===== config.mk =====
export PLATFORM = sky130hd
export DESIGN_NAME = jpeg_block_fetch
export DESIGN_NICKNAME = d
export VERILOG_FILES = /design/src/rtl/jpeg_pkg.sv /design/src/rtl/jpeg_block_fetch_fifo.sv /design/src/rtl/jpeg_block_fetch.sv
export SDC_FILE = /design/constraint.sdc
export NUM_CORES = 1
export LEC_CHECK = 0
export CORE_ASPECT_RATIO = 1.1
export CORE_UTILIZATION = 50
export DETAILED_ROUTE_END_ITERATION = 8
export MAX_ROUTING_LAYER = met4
export PLACE_DENSITY_LB_ADDON = 0.3
export SLEW_MARGIN = 20
export SYNTH_ARGS = -nofsm -noshare
export SYNTH_HDL_FRONTEND = slang
export SYNTH_SLANG_ARGS = --single-unit

===== constraint.sdc =====
create_clock -name iClk -period 14.7 [get_ports iClk]
set_clock_uncertainty 0.15 [all_clocks]
set_input_delay 1.47 -clock iClk [delete_from_list [all_inputs] [get_ports iClk]]
set_output_delay 1.47 -clock iClk [all_outputs]
set_load 0.1 [all_outputs]

===== src/rtl/jpeg_pkg.sv =====
// Shared constants, FIFO entry layout and sequencer states for the JPEG
// block fetch path between the frame SRAM and the 8x8 block pipeline.
package jpeg_pkg;

  localparam int PIXEL_W    = 8;
  localparam int BLK_DIM    = 8;
  localparam int WORD_W     = BLK_DIM * PIXEL_W;
  localparam int SRAM_AW    = 15;
  localparam int RA_W       = 11;
  localparam int CA_W       = 4;
  localparam int FIFO_DEPTH = 4;
  localparam int FIFO_PTR_W = 2;
  localparam int FIFO_CNT_W = 3;

  // Entry layout: {frameLast, blockLast, data}
  localparam int ENTRY_W    = WORD_W + 2;

  typedef enum logic [1:0] {
    IDLE,
    RUN,
    DRAIN
  } state_e;

endpackage


===== src/rtl/jpeg_block_fetch_fifo.sv =====
// Four-entry output FIFO holding captured SRAM rows plus their block/frame
// end flags; reset flushes contents so a restarted frame never sees stale rows.
module jpeg_block_fetch_fifo
  import jpeg_pkg::*;
(
  input  logic                  iClk,
  input  logic                  iReset,
  input  logic                  iPush,
  input  logic [ENTRY_W-1:0]    iPushData,
  input  logic                  iPop,
  output logic [ENTRY_W-1:0]    oHead,
  output logic [FIFO_CNT_W-1:0] oCount
);

  logic [ENTRY_W-1:0]    mem_q [FIFO_DEPTH];
  logic [FIFO_PTR_W-1:0] wrPtr_q;
  logic [FIFO_PTR_W-1:0] rdPtr_q;
  logic [FIFO_CNT_W-1:0] count_q;
  logic                  pushEn;
  logic                  popEn;

  assign pushEn = iPush && (count_q != FIFO_CNT_W'(FIFO_DEPTH));
  assign popEn  = iPop && (count_q != '0);

  always_ff @(posedge iClk or posedge iReset) begin
    if (iReset) begin
      for (int i = 0; i < FIFO_DEPTH; i++) begin
        mem_q[i] <= '0;
      end
      wrPtr_q <= '0;
      rdPtr_q <= '0;
      count_q <= '0;
    end else begin
      if (pushEn) begin
        mem_q[wrPtr_q] <= iPushData;
        wrPtr_q        <= wrPtr_q + FIFO_PTR_W'(1);
      end
      if (popEn) begin
        rdPtr_q <= rdPtr_q + FIFO_PTR_W'(1);
      end
      case ({pushEn, popEn})
        2'b10:   count_q <= count_q + FIFO_CNT_W'(1);
        2'b01:   count_q <= count_q - FIFO_CNT_W'(1);
        default: count_q <= count_q;
      endcase
    end
  end

  assign oHead  = mem_q[rdPtr_q];
  assign oCount = count_q;

endmodule


===== src/rtl/jpeg_block_fetch.sv =====
// Walks a raster-stored frame in 8x8 block order, issuing one-cycle-latency
// SRAM reads under a credit limit and streaming rows out over valid/ready.
module jpeg_block_fetch
  import jpeg_pkg::*;
#(
  parameter int WPR_LOG2   = 6,
  parameter int BROWS_LOG2 = 6
) (
  input  logic              iClk,
  input  logic              iReset,
  input  logic              iStart,
  output logic              oNCE,
  output logic              oNWRT,
  output logic [RA_W-1:0]   oRA,
  output logic [CA_W-1:0]   oCA,
  input  logic [WORD_W-1:0] iDO,
  output logic [WORD_W-1:0] oData,
  output logic              oValid,
  input  logic              iReady,
  output logic              oBlockLast,
  output logic              oFrameLast,
  output logic              oBusy,
  output logic              oDone
);

  if (WPR_LOG2 + BROWS_LOG2 + 3 != SRAM_AW) begin : gBadGeometry
    $error("jpeg_block_fetch: WPR_LOG2 + BROWS_LOG2 + 3 must equal SRAM_AW");
  end

  state_e                  state_q, state_d;
  logic [2:0]              r_q, r_d;
  logic [WPR_LOG2-1:0]     bx_q, bx_d;
  logic [BROWS_LOG2-1:0]   by_q, by_d;
  logic                    nce_q, nce_d;
  logic [SRAM_AW-1:0]      addr_q, addr_d;
  logic                    reqBlk_q, reqBlk_d;
  logic                    reqFrm_q, reqFrm_d;
  logic                    capValid_q, capBlk_q, capFrm_q;
  logic                    done_q, done_d;

  logic [2:0]              curR;
  logic [WPR_LOG2-1:0]     curBx;
  logic [BROWS_LOG2-1:0]   curBy;
  logic                    issue;
  logic                    lastRead;
  logic                    hasCredit;
  logic [3:0]              outstanding;

  logic [ENTRY_W-1:0]      fifoHead;
  logic [FIFO_CNT_W-1:0]   fifoCount;
  logic                    pop;

  assign oValid = (fifoCount != '0);
  assign pop    = oValid && iReady;

  // Outstanding entries after this edge, assuming a read is issued now:
  // rows in the FIFO, the read on the bus, and the row on iDO, minus a pop.
  assign outstanding = {1'b0, fifoCount} + {3'b000, ~nce_q} + {3'b000, capValid_q}
                     - {3'b000, pop};
  assign hasCredit   = (outstanding < 4'(FIFO_DEPTH));

  always_comb begin
    state_d  = state_q;
    r_d      = r_q;
    bx_d     = bx_q;
    by_d     = by_q;
    nce_d    = 1'b1;
    addr_d   = addr_q;
    reqBlk_d = 1'b0;
    reqFrm_d = 1'b0;
    done_d   = 1'b0;
    issue    = 1'b0;
    lastRead = 1'b0;
    curR     = r_q;
    curBx    = bx_q;
    curBy    = by_q;

    // The start cycle issues address 0 itself so the read lands one cycle later.
    case (state_q)
      IDLE: begin
        if (iStart) begin
          curR    = '0;
          curBx   = '0;
          curBy   = '0;
          issue   = 1'b1;
          state_d = RUN;
        end
      end
      RUN:   issue = hasCredit;
      DRAIN: begin
        if (pop && fifoHead[WORD_W+1]) begin
          done_d  = 1'b1;
          state_d = IDLE;
        end
      end
      default: state_d = IDLE;
    endcase

    if (issue) begin
      lastRead = (curR == 3'(BLK_DIM - 1)) && (&curBx) && (&curBy);
      nce_d    = 1'b0;
      addr_d   = {curBy, curR, curBx};
      reqBlk_d = (curR == 3'(BLK_DIM - 1));
      reqFrm_d = lastRead;
      r_d      = curR + 3'd1;
      bx_d     = curBx;
      by_d     = curBy;
      if (curR == 3'(BLK_DIM - 1)) begin
        bx_d = curBx + WPR_LOG2'(1);
        if (&curBx) begin
          by_d = curBy + BROWS_LOG2'(1);
        end
      end
      if (lastRead) begin
        state_d = DRAIN;
      end
    end
  end

  // Read controls, the flag pipeline that follows each read, and sequencer state.
  always_ff @(posedge iClk or posedge iReset) begin
    if (iReset) begin
      state_q    <= IDLE;
      r_q        <= '0;
      bx_q       <= '0;
      by_q       <= '0;
      nce_q      <= 1'b1;
      addr_q     <= '0;
      reqBlk_q   <= 1'b0;
      reqFrm_q   <= 1'b0;
      capValid_q <= 1'b0;
      capBlk_q   <= 1'b0;
      capFrm_q   <= 1'b0;
      done_q     <= 1'b0;
    end else begin
      state_q    <= state_d;
      r_q        <= r_d;
      bx_q       <= bx_d;
      by_q       <= by_d;
      nce_q      <= nce_d;
      addr_q     <= addr_d;
      reqBlk_q   <= reqBlk_d;
      reqFrm_q   <= reqFrm_d;
      capValid_q <= ~nce_q;
      capBlk_q   <= reqBlk_q;
      capFrm_q   <= reqFrm_q;
      done_q     <= done_d;
    end
  end

  jpeg_block_fetch_fifo uFifo (
    .iClk      (iClk),
    .iReset    (iReset),
    .iPush     (capValid_q),
    .iPushData ({capFrm_q, capBlk_q, iDO}),
    .iPop      (pop),
    .oHead     (fifoHead),
    .oCount    (fifoCount)
  );

  assign oNCE       = nce_q;
  assign oNWRT      = 1'b1;
  assign oRA        = addr_q[SRAM_AW-1:CA_W];
  assign oCA        = addr_q[CA_W-1:0];
  assign oData      = fifoHead[WORD_W-1:0];
  assign oBlockLast = oValid && fifoHead[WORD_W];
  assign oFrameLast = oValid && fifoHead[WORD_W+1];
  assign oBusy      = (state_q != IDLE);
  assign oDone      = done_q;

endmodule


# --- Yosys cells after proc, flatten, opt, wreduce, memory -nomap -nowiden ---
# Index checks and enable logic that the tools add are counted.
# W data, S select, Z words.
totals:
  output_inout_bits: 86
  register_bits: 310
  input_bits: 68
  word_cells: 85
classes:
  eq_ne: 6
  n_addsub: 10
  magnitude_cmp: 4
  n_reduce_logical: 15
  n_mux: 28
  bitwise: 3
op_table:
  columns: ["operator", "n"]
  rows:
  - ["$bwmux W264", 1]
  - ["$mux W66", 3]
  - ["$bmux W66 S2", 1]
  - ["$demux W66 S2", 1]
  - ["$mux W6", 7]
  - ["$add A6 B1 Y6 const B", 2]
  - ["$reduce_and A6 Y1", 2]
  - ["$logic_and A1 B1 Y1", 9]
  - ["$mux W2", 4]
  - ["$add A3 B1 Y3 const B", 2]
  - ["$ge A3 B3 Y1 const B", 2]
  - ["$mux W1", 6]
  - ["$mux W3", 2]
  - ["$not A2 Y3", 2]
  - ["$pmux W2 S3", 1]
  - ["$pmux W3 S2", 1]
  - ["$add A2 B1 Y2 const B", 2]
  - ["$add A3 B1 Y4", 1]
  - ["$add A4 B1 Y4", 1]
  - ["$eq A2 B1 Y1 const B", 2]
  - ["$eq A2 B2 Y1 const B", 2]
  - ["$lt A4 B3 Y1 const B", 1]
  - ["$reduce_bool A2 Y1", 2]
  - ["$sub A4 B1 Y4", 1]
  - ["other kinds (8)", 8]

# --- Depth between registers and ports, before layout ---
# Gate-level depths: netlist (run 1).
depth:
  ltp_word: 9
  depth_mapped: 12

# --- By module ---
# Synthesis (run 1) repeated with hierarchy kept, for this count alone.
hier_totals:
  cells_unflattened: 885
  hier_area_um2: 13908.3
by_module_without_submodules:
  columns: ["mod", "area_per_inst_um2", "seq_area_each_um2", "cells_per_inst", "n_inst"]
  rows:
  - ["jpeg_block_fetch_fifo", 11830.1, 6781.5, 677, 1]
  - ["jpeg_block_fetch", 2078.2, 977.2, 208, 1]

# --- Least setup slack after synthesis (run 1) ---
# OpenSTA, ideal clock, no wires.
synth_path:
  kind: "input port to flip-flop"
  from: "input port iReady"
  to: "register bx_q[4]"
  t_arrival_ns: 3.781
  setup_slack_ns: 10.693
  n_path_buf: 1
  cell_stages: 10
  setup_time_ns: 0.076
  cell_sequence: "nor2b_1 > ha_1 > inv_1 > ha_1 > a21o_1 > a2111oi_0 > a211oi_2 > buf_6 > or4_1 > o21ai_1"
synth_between:
  elab_chain_len: 4
synth_rtl:
  columns: ["item", "line", "text"]
  rows:
  - ["from (decl)", "jpeg_block_fetch.sv:19", "input logic iReady,"]
  - ["$logic_and A1 B1 Y1", "jpeg_block_fetch.sv:54", "assign pop = oValid && iReady;"]
  - ["$sub A4 B1 Y4", "jpeg_block_fetch.sv:59", "- {3'b000, pop};"]
  - ["$lt A4 B3 Y1", "jpeg_block_fetch.sv:60", "assign hasCredit = (outstanding < 4'(FIFO_DEPTH));"]
  - ["$pmux W1 S2", "jpeg_block_fetch.sv:79", "case (state_q)"]
  - ["to (signal assigned)", "jpeg_block_fetch.sv:125", "bx_q <= '0;"]
  - ["to (signal assigned)", "jpeg_block_fetch.sv:138", "bx_q <= bx_d;"]
  - ["to (decl)", "jpeg_block_fetch.sv:32", "logic [WPR_LOG2-1:0] bx_q, bx_d;"]
# Every way passes these cells.
# A chain may end at the register's enable or synchronous reset.

# --- Final worst setup path (run 1) ---
layout_path:
  from: "register uFifo.rdPtr_q[0]"
  to: "output port oFrameLast"
layout_between:
  elab_chain_len: 5
layout_rtl:
  columns: ["item", "line", "text"]
  rows:
  - ["from (decl)", "jpeg_block_fetch_fifo.sv:17", "logic [FIFO_PTR_W-1:0] rdPtr_q;"]
  - ["from (signal assigned)", "jpeg_block_fetch_fifo.sv:39", "rdPtr_q <= rdPtr_q + FIFO_PTR_W'(1);"]
  - ["$not A2 Y3 (implied by the code)", "jpeg_block_fetch_fifo.sv:49", "assign oHead = mem_q[rdPtr_q];"]
  - ["$bmux W66 S2", "jpeg_block_fetch_fifo.sv:49", null]
  - ["$mux W66 (implied by the code) (2 in a row)", "jpeg_block_fetch_fifo.sv:49", null]
  - ["$logic_and A1 B1 Y1", "jpeg_block_fetch.sv:167", "assign oFrameLast = oValid && fifoHead[WORD_W+1];"]
  - ["to (decl)", "jpeg_block_fetch.sv:21", "output logic oFrameLast,"]
# Every way passes these cells. The select of a mux whose other input is x is not followed.

==> results of run 1 <==
## path summary, 6_finish.rpt
| kind | start | to | cells after the start |
|---|---|---|---|
| min in group asynchronous | iReset | uFifo.mem_q[120] | 2 |
| worst min register to register | reqBlk_q | capBlk_q | 0 |
| max in group asynchronous | iReset | uFifo.mem_q[153] | 4 |
| worst min-delay path | reqBlk_q | capBlk_q | 0 |
| worst max register to register | uFifo.oCount[0] | by_q[4] | 11 |
| worst max-delay path | uFifo.rdPtr_q[0] | oFrameLast | 4 |
## area by class of cell
| class | count | area share (%) |
|---|---|---|
| Clock buffer | 55 | 6.72 |
| Multi-Input combinational cell | 476 | 33.5 |
| Clock inverter | 5 | 0.151 |
| Tap cell | 352 | 2.66 |
| Timing Repair Buffer | 158 | 9.65 |
| Inverter | 18 | 0.453 |
| Sequential cell | 310 | 46.8 |
## logic make-up after synthesis
logic type / synth area share [%]
mux: 34.3
flops: 57.1
simple gates: 2.81
buf+inv: 2.29
compound gates: 1.61
fa+ha+maj: 1.35
xor+xnor: 0.451
other cells: 0.0276
## sequential cells by signal (all words and copies together), names as in the netlist, 2 cells and up
| name | flops |
|---|---|
| r_q | 3 |
| uFifo.rdPtr_q | 2 |
| uFifo.mem_q | 264 |
| state_q | 2 |
| bx_q | 6 |
| by_q | 6 |
| addr_q | 15 |
| uFifo.wrPtr_q | 2 |
| uFifo.oCount | 3 |
## routing by layer
| metal | up-vias | track usage (%) |
|---|---|---|
| li1 | 3436 | - |
| met1 | 3993 | 27.1 |
| met2 | 159 | 32.7 |
| met3 | 29 | 3.73 |
| met4 | 0 | 4.05 |
| met5 | - | - |
## per-stage QoR
step / hold WS [ns] / util (%) / instance area [um^2] / instances / setup WS (ns)
2_1_floorplan: 0.181 / - / 13600 / 858 / 4.51
3_3_place_gp: 0.188 / 58.4 / 15400 / 1313 / 9.61
3_5_place_dp: 0.187 / 58.4 / 15400 / 1313 / 9.53
4_1_cts: 0.212 / 62.7 / 16500 / 1373 / 9.05
5_1_grt: 0.222 / 62.9 / 16600 / 1374 / 8.91
6_report: 0.210 / 62.9 / 16600 / 1374 / 9.18
## placed cells by master, fill, tap and decap left out, types with 2 or more instances in the layout
cell / instances
dfrtp_1: 307
mux2_2: 266
clkdlybuf4s50_1: 152
mux4_2: 66
clkbuf_16: 37
nor2_1: 21
mux2i_1: 18
inv_1: 17
nand2_1: 14
ha_1: 13
clkbuf_8: 12
nor2b_1: 10
o21ai_0: 7
a21oi_1: 7
clkbuf_1: 6
nand3_1: 5
clkinv_2: 5
xnor2_1: 4
or3_1: 4
buf_4: 4
nand2_4: 3
xor2_1: 3
a21o_1: 3
o31ai_1: 3
or4_1: 3
nand4_1: 3
nor3_1: 2
## worst reg2reg max path, delay by kind of cell (launching register included)
kind	cells	cell delay, ns
AND/OR/NAND/NOR	3	1.28
adder cells (fa/ha/maj)	2	0.59
flip-flops	1	0.44
AO/OA/AOI/OAI	4	1.22
buffers and inverters	2	0.36
==> metrics.csv, run 1 <==
metric,value,unit
num_vias,7617,
place_congestion,0.764,
syn-num-nets,940,
io_pins,154,
cp_top_family,buffers and inverters,
path_class,register to output pin,
detailed_place_hpwl,15000,um
reg2reg_slack,10.58,ns
grt_setup_unrepaired,no,
cp_data_required_time,13.08,ns
grt_pass1_wl,43800,um
worst_pin_slew,1.08,ns
worst-path-max-fanout,40,
dieWidth,159,um
fmax,181,MHz
synth_ff_type,dfrtp_1,
synth.top_cell.area_share,56.9,%
arrival,3.90,ns
cts-root-buf,clkbuf_16,
row_count,62,
cts_tree,done,
die-height,175,um
core,0.0264,mm^2
ys_ff_latch,310,
ys_warn_count,0,
final-seq-area,0.00776,mm^2
drive_gt1_share,39.6,%
crit_chain,buf_4 > mux4_2 > nor2b_1 > clkdlybuf4s50_1,
clock_path_buffers,3,
grt_pass1_vias,8192,
syn_avg_cell_area,15.8,um^2
setup_viol,0,
dr_wl_met2,12900,um
synth.distinct_cells,45,
clkTransAtPathRegs,0.06,ns
fillCellCount,1987,
crit_buf_inv,2,
fin_nets,1080,
yosysTopAreaCell,dfrtp_1,
dr.pass1.iters,4,
finalCritPeriodShare,37.6,%
cp_slowest_cell,clkdlybuf4s50_1,
overflow,0,
slew_headroom,27.7,%
startpoint_type,register,
die_area,0.0278,mm^2
viasPerCell,5.54,
area_growth,22.1,%
cts_buffers,34,
clk_latency,0.49,ns
initial_core_util,51.5,%
antenna_found_initial,0,
met3_length,1150,um
tns,0,ns
maxSlewViolCount,0,
status,"complete, no violations",
grt_usage,20.3,%
ctsHoldBuffers,0,
synth_edf_count,0,
async_flop_share,100,%
avgRoutedWirePerCell,19.1,um
syn_inst,858,
top_layer_used,met4,
post_cts_resize_count,0,
cts.sinks,310,
synthTopCellsByCount,"dfrtp_1, mux2_2, mux4_2",
drt_wl_total,26200,um
synth_area_leaders,"dfrtp_1, mux2_2, mux4_2, mux2i_1, ha_1",
hold_path_class,register to register,
critPathMaxStageDelay,0.99,ns
layout_min_cycle_time,5.52,ns
antenna_cells,0,
netlist_area,0.0136,mm^2
io_buffers,152,
wl_met1,11900,um
finalHoldViolCount,0,
drv_cap,0,
ant_nets,0,
drc_errors,0,
ys_seq_area_share,57.1,%
end_kind,output pin,
h-tree-depth,2,
postCtsSetupBuffers,0,
multiInputGateArea,0.00556,mm^2
drt_iter0_markers,401,
synth_most_common_cell,dfrtp_1,
grt_max_degree,189,
Power of run 1 is not shown: default switching activity piles up to over one toggle a cycle in this logic, so the estimate is an artifact.
==> run 2, diff against run 1 <==
Clock period 14.7 ns to 4.8 ns, I/O delays scaled along.
==> metrics.csv, run 2 (synthesis results as in run 1) <==
metric,value,unit,change
status,"complete, no violations",,
io_buffers,152,,unchanged
final_cell_mix,"dfrtp_1, mux2_2, clkdlybuf4s50_1",,
path_class,register to register,,
drt_wl_total,25900,um,-1.2%
die_area,0.0278,mm^2,unchanged
grt_max_degree,121,,-36%
place_congestion,0.731,,-4.3%
hold_path_class,register to register,,
ant_nets,0,,unchanged
reg2reg_slack,0.81,ns,-9.77 ns
antenna_found_initial,0,,unchanged
drt_iter0_markers,331,,-17%
setup_viol,0,,unchanged
die-height,175,um,unchanged
arrival,4.22,ns,+0.32 ns
layout_min_cycle_time,3.99,ns,
postCtsSetupBuffers,0,,unchanged
cts-root-buf,clkbuf_16,,
drc_errors,0,,unchanged
cts_tree,done,,
end_kind,register,,
mostFrequentLayoutCell,dfrtp_1,,
cp_data_required_time,5.03,ns,-8.05 ns
grt_usage,20.1,%,-0.19 points
cts_buffers,34,,unchanged
h-tree-depth,2,,unchanged
worst-path-max-fanout,24,,-40%
detailed_place_hpwl,15200,um,+1.2%
dieWidth,159,um,unchanged
grt_setup_unrepaired,no,,
drv_cap,0,,unchanged
worst_pin_slew,1.09,ns,+0.00653 ns
drive_gt1_share,39.5,%,-0.12 points
largest_register_ff_count,264,,unchanged
top_register,uFifo.mem_q,,
grt_pass1_vias,8034,,-1.9%
clock_path_buffers,3,,unchanged
post_cts_resize_count,0,,unchanged
dr.pass1.iters,4,,unchanged
startpoint_type,register,,
fin_nets,1083,,+0.28%
fmax,251,MHz,
row_count,62,,unchanged
finalCritPeriodShare,83.1,%,
initial_core_util,51.5,%,unchanged
io_pins,154,,unchanged
antenna_cells,0,,unchanged
biggestRegsByFlops,"uFifo.mem_q: 264 flops, addr_q: 15 flops",,
tns,0,ns,unchanged
core,0.0264,mm^2,unchanged
grt_pass1_wl,43000,um,-1.7%
maxSlewViolCount,0,,unchanged
num_vias,7585,,-0.42%
slew_headroom,27.3,%,-0.44 points
clk_latency,0.50,ns,about the same
avgRoutedWirePerCell,18.8,um,-1.4%
ctsHoldBuffers,0,,unchanged
clkTransAtPathRegs,0.06,ns,about the same
finalHoldViolCount,0,,unchanged
area_growth,22.6,%,
viasPerCell,5.51,,-0.64%
cts.sinks,310,,unchanged
overflow,0,,unchanged
==> run 2: worst max-delay path: stages (launching register included) <==
cell and delay (ns):
dfrtp_1 0.44, nor3_1 0.44, nor2b_1 0.20, ha_1 0.32
inv_1 0.04, ha_1 0.27, a21o_1 0.23, a2111oi_0 0.73
a211oi_4 0.29, buf_4 0.27, or3_1 0.37, mux2i_1 0.13
==> run 2: worst paths after layout <==
path | startpoint | end | depth (start not counted)
setup / recovery | uFifo.oCount[0] | bx_q[3] | 11
hold / removal | reqFrm_q | capFrm_q | 0
setup reg to reg | uFifo.oCount[0] | bx_q[3] | 11
hold reg to reg | reqFrm_q | capFrm_q | 0
max in group asynchronous | iReset | uFifo.mem_q[221] | 3
min in group asynchronous | iReset | uFifo.mem_q[66] | 2
==> run 2: metal layers <==
layer / wire length, um / share of wire [%] / global-route usage [%]
met1: 11800 / 46 / 26.6
met2: 12700 / 49 / 32.5
met3: 983 / 3.8 / 3.42
met4: 351 / 1.4 / 4.77
met5: 0 / 0 / -
==> run 2: layout make-up <==
type / count / area, um^2
multi-input cells: 476 / 5560
clock inverters: 5 / 77.6
inverters: 18 / 71.3
flip-flops and latches: 310 / 7760
clock buffers: 55 / 1080
fillers: 1996 / 9730
well taps: 352 / 440
repair buffers: 161 / 1650
==> run 2: stage by stage <==
| step | setup slack, ns | area (um^2) | hold WS, ns | cells | util (%) |
|---|---|---|---|---|---|
| 2_1_floorplan | 0.0439 | 13600 | 0.181 | 858 | - |
| 3_3_place_gp | 0.695 | 15500 | 0.187 | 1317 | 58.7 |
| 3_5_place_dp | 0.644 | 15500 | 0.192 | 1317 | 58.7 |
| 4_1_cts | 0.813 | 16600 | 0.204 | 1377 | 63.1 |
| 5_1_grt | 0.635 | 16600 | 0.210 | 1377 | 63.1 |
| 6_report | 0.811 | 16600 | 0.199 | 1377 | 63.1 |
Power of run 2 is left out for the same reason.
